===== src/rtl/dsp_mac_pipe.sv =====
// Pipelined signed/unsigned multiply-accumulate with optional saturation,
// sticky overflow, valid strobe and a global clock enable.
module dsp_mac_pipe #(
  parameter int A_WIDTH     = 8,
  parameter int B_WIDTH     = 8,
  parameter int ACC_WIDTH   = 20,
  parameter int PIPE_STAGES = 1,
  parameter int SATURATE    = 1
) (
  input  logic                 clk,
  input  logic                 reset,
  input  logic                 ce,
  input  logic                 in_valid,
  input  logic [A_WIDTH-1:0]   A,
  input  logic [B_WIDTH-1:0]   B,
  input  logic                 is_signed,
  input  logic                 acc_mode,
  input  logic                 acc_clr,
  output logic [ACC_WIDTH-1:0] P,
  output logic                 out_valid,
  output logic                 overflow
);

  localparam int PW = A_WIDTH + B_WIDTH;
  localparam logic [ACC_WIDTH-1:0] SMAX = {1'b0, {(ACC_WIDTH-1){1'b1}}};
  localparam logic [ACC_WIDTH-1:0] SMIN = {1'b1, {(ACC_WIDTH-1){1'b0}}};

  generate
    if (ACC_WIDTH < PW || PIPE_STAGES < 0 || PIPE_STAGES > 4 ||
        A_WIDTH < 2 || B_WIDTH < 2) begin : g_param_err
      $error("dsp_mac_pipe: illegal parameter combination");
    end
  endgenerate

  typedef struct packed {
    logic          vld;
    logic          sgn;
    logic          mode;
    logic          clr;
    logic [PW-1:0] prod;
  } stage_t;

  logic [A_WIDTH-1:0] a_q;
  logic [B_WIDTH-1:0] b_q;
  logic               sgn_q;
  logic               mode_q;
  logic               clr_q;
  logic               vld_q;

  always_ff @(posedge clk or negedge reset) begin
    if (!reset) begin
      a_q    <= '0;
      b_q    <= '0;
      sgn_q  <= 1'b0;
      mode_q <= 1'b0;
      clr_q  <= 1'b0;
      vld_q  <= 1'b0;
    end else if (ce) begin
      a_q    <= A;
      b_q    <= B;
      sgn_q  <= is_signed;
      mode_q <= acc_mode;
      clr_q  <= acc_clr;
      vld_q  <= in_valid;
    end
  end

  // Operands widened to the full product width, so the low PW bits are exact.
  logic signed [PW-1:0] a_ext;
  logic signed [PW-1:0] b_ext;
  stage_t               st0;

  always_comb begin
    if (sgn_q) begin
      a_ext = PW'(signed'(a_q));
      b_ext = PW'(signed'(b_q));
    end else begin
      a_ext = PW'(a_q);
      b_ext = PW'(b_q);
    end
    st0.vld  = vld_q;
    st0.sgn  = sgn_q;
    st0.mode = mode_q;
    st0.clr  = clr_q;
    st0.prod = PW'(a_ext * b_ext);
  end

  stage_t tap;

  generate
    if (PIPE_STAGES == 0) begin : g_direct
      assign tap = st0;
    end else begin : g_pipe
      stage_t pipe_q [PIPE_STAGES];

      always_ff @(posedge clk or negedge reset) begin
        if (!reset) begin
          for (int i = 0; i < PIPE_STAGES; i++) pipe_q[i] <= '0;
        end else if (ce) begin
          pipe_q[0] <= st0;
          for (int i = 1; i < PIPE_STAGES; i++) pipe_q[i] <= pipe_q[i-1];
        end
      end

      assign tap = pipe_q[PIPE_STAGES-1];
    end
  endgenerate

  logic [ACC_WIDTH-1:0] p_q;
  logic [ACC_WIDTH-1:0] p_d;
  logic                 ovf_q;
  logic                 ovf_d;
  logic                 vld_out_q;
  logic [ACC_WIDTH-1:0] ext;
  logic [ACC_WIDTH:0]   sum_s;
  logic [ACC_WIDTH:0]   sum_u;

  // Overflow is judged with the signedness of the sample being accumulated.
  always_comb begin
    if (tap.sgn) ext = ACC_WIDTH'(signed'(tap.prod));
    else         ext = ACC_WIDTH'(tap.prod);
    sum_s = {p_q[ACC_WIDTH-1], p_q} + {ext[ACC_WIDTH-1], ext};
    sum_u = {1'b0, p_q} + {1'b0, ext};
    p_d   = p_q;
    ovf_d = ovf_q;
    if (!tap.mode || tap.clr) begin
      p_d   = ext;
      ovf_d = 1'b0;
    end else if (tap.sgn) begin
      p_d = sum_s[ACC_WIDTH-1:0];
      if (sum_s[ACC_WIDTH] != sum_s[ACC_WIDTH-1]) begin
        ovf_d = 1'b1;
        if (SATURATE != 0) p_d = sum_s[ACC_WIDTH] ? SMIN : SMAX;
      end
    end else begin
      p_d = sum_u[ACC_WIDTH-1:0];
      if (sum_u[ACC_WIDTH]) begin
        ovf_d = 1'b1;
        if (SATURATE != 0) p_d = '1;
      end
    end
  end

  always_ff @(posedge clk or negedge reset) begin
    if (!reset) begin
      p_q       <= '0;
      ovf_q     <= 1'b0;
      vld_out_q <= 1'b0;
    end else if (ce) begin
      vld_out_q <= tap.vld;
      if (tap.vld) begin
        p_q   <= p_d;
        ovf_q <= ovf_d;
      end
    end
  end

  assign P         = p_q;
  assign overflow  = ovf_q;
  assign out_valid = vld_out_q;

endmodule

===== config.mk =====
export PLATFORM = sky130hd
export DESIGN_NAME = dsp_mac_pipe
export DESIGN_NICKNAME = d
export VERILOG_FILES = /design/src/rtl/dsp_mac_pipe.sv
export SDC_FILE = /design/constraint.sdc
export NUM_CORES = 1
export LEC_CHECK = 0
export BUFFER_PORTS_ARGS = -buffer_cell sky130_fd_sc_hd__buf_2
export CAP_MARGIN = 20
export CORE_MARGIN = 3
export CORE_UTILIZATION = 35
export DETAILED_ROUTE_END_ITERATION = 8
export GPL_ROUTABILITY_DRIVEN = 0
export MAX_ROUTING_LAYER = met4
export PLACE_DENSITY_LB_ADDON = 0.05
export SETUP_SLACK_MARGIN = 0.2
export SLEW_MARGIN = 15
export SYNTH_ARGS = -nofsm -noshare
export SYNTH_HDL_FRONTEND = slang
export SYNTH_SLANG_ARGS = --single-unit

===== constraint.sdc =====
create_clock -name clk -period 5.8 [get_ports clk]
set_clock_uncertainty 0.2 [all_clocks]
set_input_delay 0 -clock clk [delete_from_list [all_inputs] [get_ports clk]]
set_output_delay 0 -clock clk [all_outputs]
set_load 0.01 [all_outputs]

==> results.yml, run 1 <==
status:
  outcome: "finished clean"
sta:
  fmax_ghz: 0.182
  worst_slew_pin_slew_ns: 0.905
  post-route-min-period_ns: 5.51
  slew_headroom: 0.395
  drv_slew: 0
  fin_ws_ns: 0.291
  period_share: 0.950
  setup_tns_ns: 0
  final-hold-violation-count: 0
  setup_viol: 0
  rsz0062_at_grt: "yes"
routing:
  drc: 0
  routed_wirelength_mm: 18.3
  routedWlPerCell_microns: 16.5
  viasPerCell: 4.95
  ant_nets: 0
  drtIter0Drc: 239
  dr_total_vias: 5489
  first_pass_iters: 4
worst_hold_path:
  hold-path-endpoint: "g_pipe.pipe_q[1]"
  hp-class: "input port to flop"
  whs_path_depth: 4
  worstHoldStart: "ce"
clock_network:
  cts_tree: "yes"
  cts.sinks: 62
  numCtsBuffers: 9
  clock_path_buffers: 2
  cts_root_buf: "clkbuf_16"
  htree_levels: 3
  worstSkewPairLatency_ns: 0.34
  clkTransAtPathRegs_ns: 0.06
global_routing:
  track_usage: 0.179
  grt_pass1_wl_mm: 30.6
  overflow: 0
  antenna_found_initial: 0
  grt_pass1_vias: 5775
  grt_max_degree: 63
cells_and_area:
  drive_gt1_frac: 0.217
  area.growth.synth_to_final_pct: 18.9
  n_antenna_cell: 0
  fin_cells: 1110
  fin_nets: 1010
  final_cell_area_sq_um: 8620
floorplanning:
  design.portCount: 45
  die_h_microns: 150
  placementRows: 52
  start_util: 0.357
  die_area_sq_um: 22500
  die_x_microns: 150
  core_sq_um: 20300
setup_path:
  reg2reg_from: "a_q[5]"
  ff2ff_path_depth: 20
  path_max_fanout: 5
  end_kind: "flop"
  r2r-end: "g_pipe.pipe_q[15]"
  arrival_ns: 5.50
  start_kind: "flop"
  rrSetupSlack_ns: 0.29
  critical_path_required_ns: 5.79
  crit_type: "flop to flop"
synthesis:
  synth-edff-count: 0
  synthTopCellsByArea: "dfrtp_1, fa_1, ha_1"
  synth_top_cell_area_share: 0.214
  syn_inst: 758
  synth.distinct_cells: 57
  synth_ff_type: "dfrtp_1"
  syn_avg_cell_area_sq_um: 9.56
  synth_nets: 933
  synthesis.area_sq_um: 7250
  async_flop_share: 1.00
  yosysWarnings: 0
  synth_top_cell_by_area: "dfrtp_1"
  synth_commonest_cells: "inv_1, ha_1, fa_1"
  yosysMostFrequentCell: "inv_1"
  ys_seq_elements: 62
  yosysSeqAreaShare: 0.214
placed_design:
  dp_slack_ns: -0.00852
  place_hpwl_mm: 14.3
  place_area_sq_um: 7850
  dp_cells: 1061
  portBuffers: 44
job:
  max_cap_viol_count: 0
flip-flops by register name, summed over array words and instances, names as in the netlist:
signal / cells
b_q: 8
g_pipe.pipe_q: 20
out_valid: 1
a_q: 8
clr_q: 1
mode_q: 1
P: 20
sgn_q: 1
vld_q: 1
overflow: 1
kinds of logic (layout without fill, tap and decap cells):
kind of cell             count (synthesis)  in the layout  share of synthesized area
AO/OA/AOI/OAI                          137            137                      0.131
flip-flops                              62             62                      0.214
AND/OR/NAND/NOR                        163            163                      0.117
buffers and inverters                  153            235                     0.0801
adder cells (fa/ha/maj)                152            152                      0.335
multiplexers                            39             39                     0.0602
XOR/XNOR                                52             52                     0.0628
placed cells by master (no fill, tap or decap), types with 9 or more instances in the layout:
master         Yosys  final
nand3_1            9      9
a21oi_1           36     34
fa_1              70     68
a21o_1            10     10
o21ai_1            7      9
dfrtp_1           62     53
xor2_1             9      9
nand2_1           40     37
o21ai_0           23     19
buf_4              0     27
inv_1            124    117
buf_2              4     44
mux2_2            37     37
and2_1            50     46
nor2_1            28     28
dfrtp_2            0      9
dlygate4sd3_1      0     21
xnor2_1           43     43
ha_1              82     76
and3_1            10     10
clkbuf_16          0      9
a22oi_1           17     17
cell type report:
cell class,count,area [sq um]
Clock buffer,9,225
Tap cell,270,338
Multi-Input combinational cell,543,5280
Fill cell,2008,11700
Clock inverter,7,81.3
Sequential cell,62,1560
Inverter,124,465
Timing Repair Buffer,95,671
per-layer routing:
metal	track usage	share of wire	vias up
li1	-	-	2676
met1	0.259	0.50	2678
met2	0.254	0.43	113
met3	0.0291	0.040	22
met4	0.0599	0.029	0
met5	-	0	-
what timing repair did:
action,CTS,global route
setup endpoints to repair,4,5
buffers inserted,9,2
hold buffers,21,0
hold endpoints to repair,82,0
gates resized for setup,23,20
pin swaps,13,25
cloned,0,0
through the flow:
step           hold WS (ns)  utilization
3_5_place_dp         0.0350        0.387
2_1_floorplan        -0.496            -
4_1_cts               0.134        0.419
6_report              0.146        0.425
3_3_place_gp         0.0340        0.387
5_1_grt               0.171        0.425
critical path, cell delays in order, from the launching register on:
cell	delay, ns
dfrtp_2	0.45
and2_4	0.17
fa_1	0.54
inv_2	0.04
fa_1	0.55
inv_2	0.05
fa_1	0.47
inv_1	0.05
fa_1	0.47
inv_1	0.05
fa_1	0.49
inv_2	0.04
fa_1	0.48
inv_2	0.05
ha_4	0.24
and2_4	0.18
o21ai_4	0.14
o31ai_4	0.10
o41ai_2	0.36
xnor2_1	0.16
mux2i_1	0.09
how the worst max path moves through the flow:
| stage | start | to | slack [ns] | cells past startpoint |
|---|---|---|---|---|
| after floorplan | sgn_q | g_pipe.pipe_q[14] | 0.23 | 20 |
| after global placement | b_q[1] | g_pipe.pipe_q[15] | 0.09 | 19 |
| after detailed placement | b_q[1] | g_pipe.pipe_q[15] | -0.009 | 19 |
| after CTS | a_q[7] | g_pipe.pipe_q[15] | 0.19 | 21 |
| after global routing | b_q[6] | g_pipe.pipe_q[15] | 0.07 | 19 |
| final | a_q[5] | g_pipe.pipe_q[15] | 0.29 | 20 |
Power of run 1 is left out: the tool's default activity adds up to more than one toggle a clock period on the data nets, which glitch-free logic cannot reach.
==> run 2: changes to the inputs <==
ABC_AREA = 0   (was unset)
RECOVER_POWER = 100   (was unset)
TNS_END_PERCENT = 20   (was unset)
==> results.yml, run 2 (synthesis results as in run 1) <==
routing:
  routedWlPerCell_microns: 16.5
  viasPerCell: 4.95
  routed_wirelength_mm: 18.3
  ant_nets: 0
  drc: 0
  first_pass_iters: 5
  dr_total_vias: 5490
  drtIter0Drc: 215
clock_network:
  cts_root_buf: "clkbuf_16"
  clkTransAtPathRegs_ns: 0.06
  cts_tree: "yes"
  cts.sinks: 62
  numCtsBuffers: 9
  htree_levels: 3
  worstSkewPairLatency_ns: 0.35
  clock_path_buffers: 2
floorplanning:
  core_sq_um: 20300
  die_x_microns: 150
  design.portCount: 45
  die_area_sq_um: 22500
  die_h_microns: 150
  start_util: 0.357
  placementRows: 52
job:
  max_cap_viol_count: 1
global_routing:
  grt_pass1_vias: 5775
  antenna_found_initial: 0
  track_usage: 0.179
  grt_pass1_wl_mm: 30.6
  grt_use_met2: 0.254
  grt.busiest_layer: "met1"
  use_met1: 0.259
  grt.met3_usage: 0.0291
  overflow: 0
  grt_max_degree: 63
worst_hold_path:
  hp-class: "input port to flop"
  worstHoldStart: "ce"
  whs_path_depth: 4
  hold-path-endpoint: "g_pipe.pipe_q[1]"
cells_and_area:
  layout_commonest_cell: "inv_1"
  area.growth.synth_to_final_pct: 17.7
  seq_area_sq_um: 1560
  drive_gt1_frac: 0.174
  n_antenna_cell: 0
  multi_input_area_sq_um: 5240
  fin_nets: 1010
  mostFrequentLayoutCells: "inv_1, ha_1, fa_1"
  fill_cells: 2017
  utilization: 0.420
sta:
  drv_slew: 63
  setup_viol: 0
  worst_slew_pin_slew_ns: 3.48
  post-route-min-period_ns: 5.54
  period_share: 0.955
  rsz0062_at_grt: "yes"
  slew_headroom: -1.32
  final-hold-violation-count: 0
  fmax_ghz: 0.181
setup_path:
  end_kind: "flop"
  start_kind: "flop"
  crit_type: "flop to flop"
  arrival_ns: 5.53
  path_max_fanout: 5
  reg2reg_from: "a_q[7]"
  critical_path_required_ns: 5.79
  r2r-end: "g_pipe.pipe_q[15]"
  ff2ff_path_depth: 20
  rrSetupSlack_ns: 0.26
  critPathLaunch: "a_q[7]"
status:
  violations: "max-capacitance violations, max-slew violations"
  outcome: "finished, violations left"
placed_design:
  portBuffers: 44
  place_hpwl_mm: 14.3
-- run 2: changes by cell type in the layout (fill, tap and decap cells not counted), sizes merged --
| cell | delta |
|---|---|
| clkbuf | +28 |
| buf | -28 |
-- run 2: per-stage QoR --
stage	std cells	setup TNS [ns]	hold slack, ns	instance area [sq um]	setup WS (ns)
5_1_grt	1110	0	0.171	8530	0.0389
6_report	1110	0	0.146	8530	0.261
3_3_place_gp	1061	0	0.0340	7850	0.0933
3_5_place_dp	1061	-0.00852	0.0350	7850	-0.00852
4_1_cts	1107	0	0.134	8500	0.189
2_1_floorplan	758	0	-0.496	7290	0.226
-- run 2: worst max-delay path by stage --
stage	endpoint	slack, ns
2_1_floorplan	g_pipe.pipe_q[14]	0.23
3_3_place_gp	g_pipe.pipe_q[15]	0.09
3_5_place_dp	g_pipe.pipe_q[15]	-0.009
4_1_cts	g_pipe.pipe_q[15]	0.19
5_1_grt	g_pipe.pipe_q[15]	0.04
6_report	g_pipe.pipe_q[15]	0.26
-- run 2: area by class of cell --
class | count | area share
clock buffer | 9 | 0.0264
tap | 270 | 0.0396
inverter | 124 | 0.0546
sequential | 62 | 0.182
multi-input combinational | 543 | 0.614
clock inverter | 7 | 0.00953
timing repair buffer | 95 | 0.0732
-- run 2: critical path: stages (launching register included) --
cell     delay (ns)
dfrtp_1        0.40
and2_2         0.23
nand2_2        0.12
fa_2           0.48
fa_1           0.55
inv_2          0.05
fa_1           0.47
inv_1          0.05
fa_1           0.47
inv_1          0.05
fa_1           0.49
inv_2          0.04
fa_1           0.48
inv_2          0.05
ha_4           0.25
and2_4         0.17
o21ai_4        0.14
o31ai_4        0.10
o41ai_2        0.36
xnor2_1        0.16
mux2i_1        0.09
-- run 2: layer usage --
metal	share of wire	vias up
li1	-	2679
met1	0.51	2691
met2	0.42	98
met3	0.038	22
met4	0.029	0
met5	0	-
-- run 2: what timing repair did --
action                                  in CTS  in global routing
gates cloned                                 0                  0
pin swaps                                   13                 24
hold buffers                                21                  0
setup buffers                                9                  2
endpoints found under the setup margin       4                  5
gates resized for setup                     23                 18
endpoints found under the hold margin       82                  0
Power of run 2 is left out for the same reason.
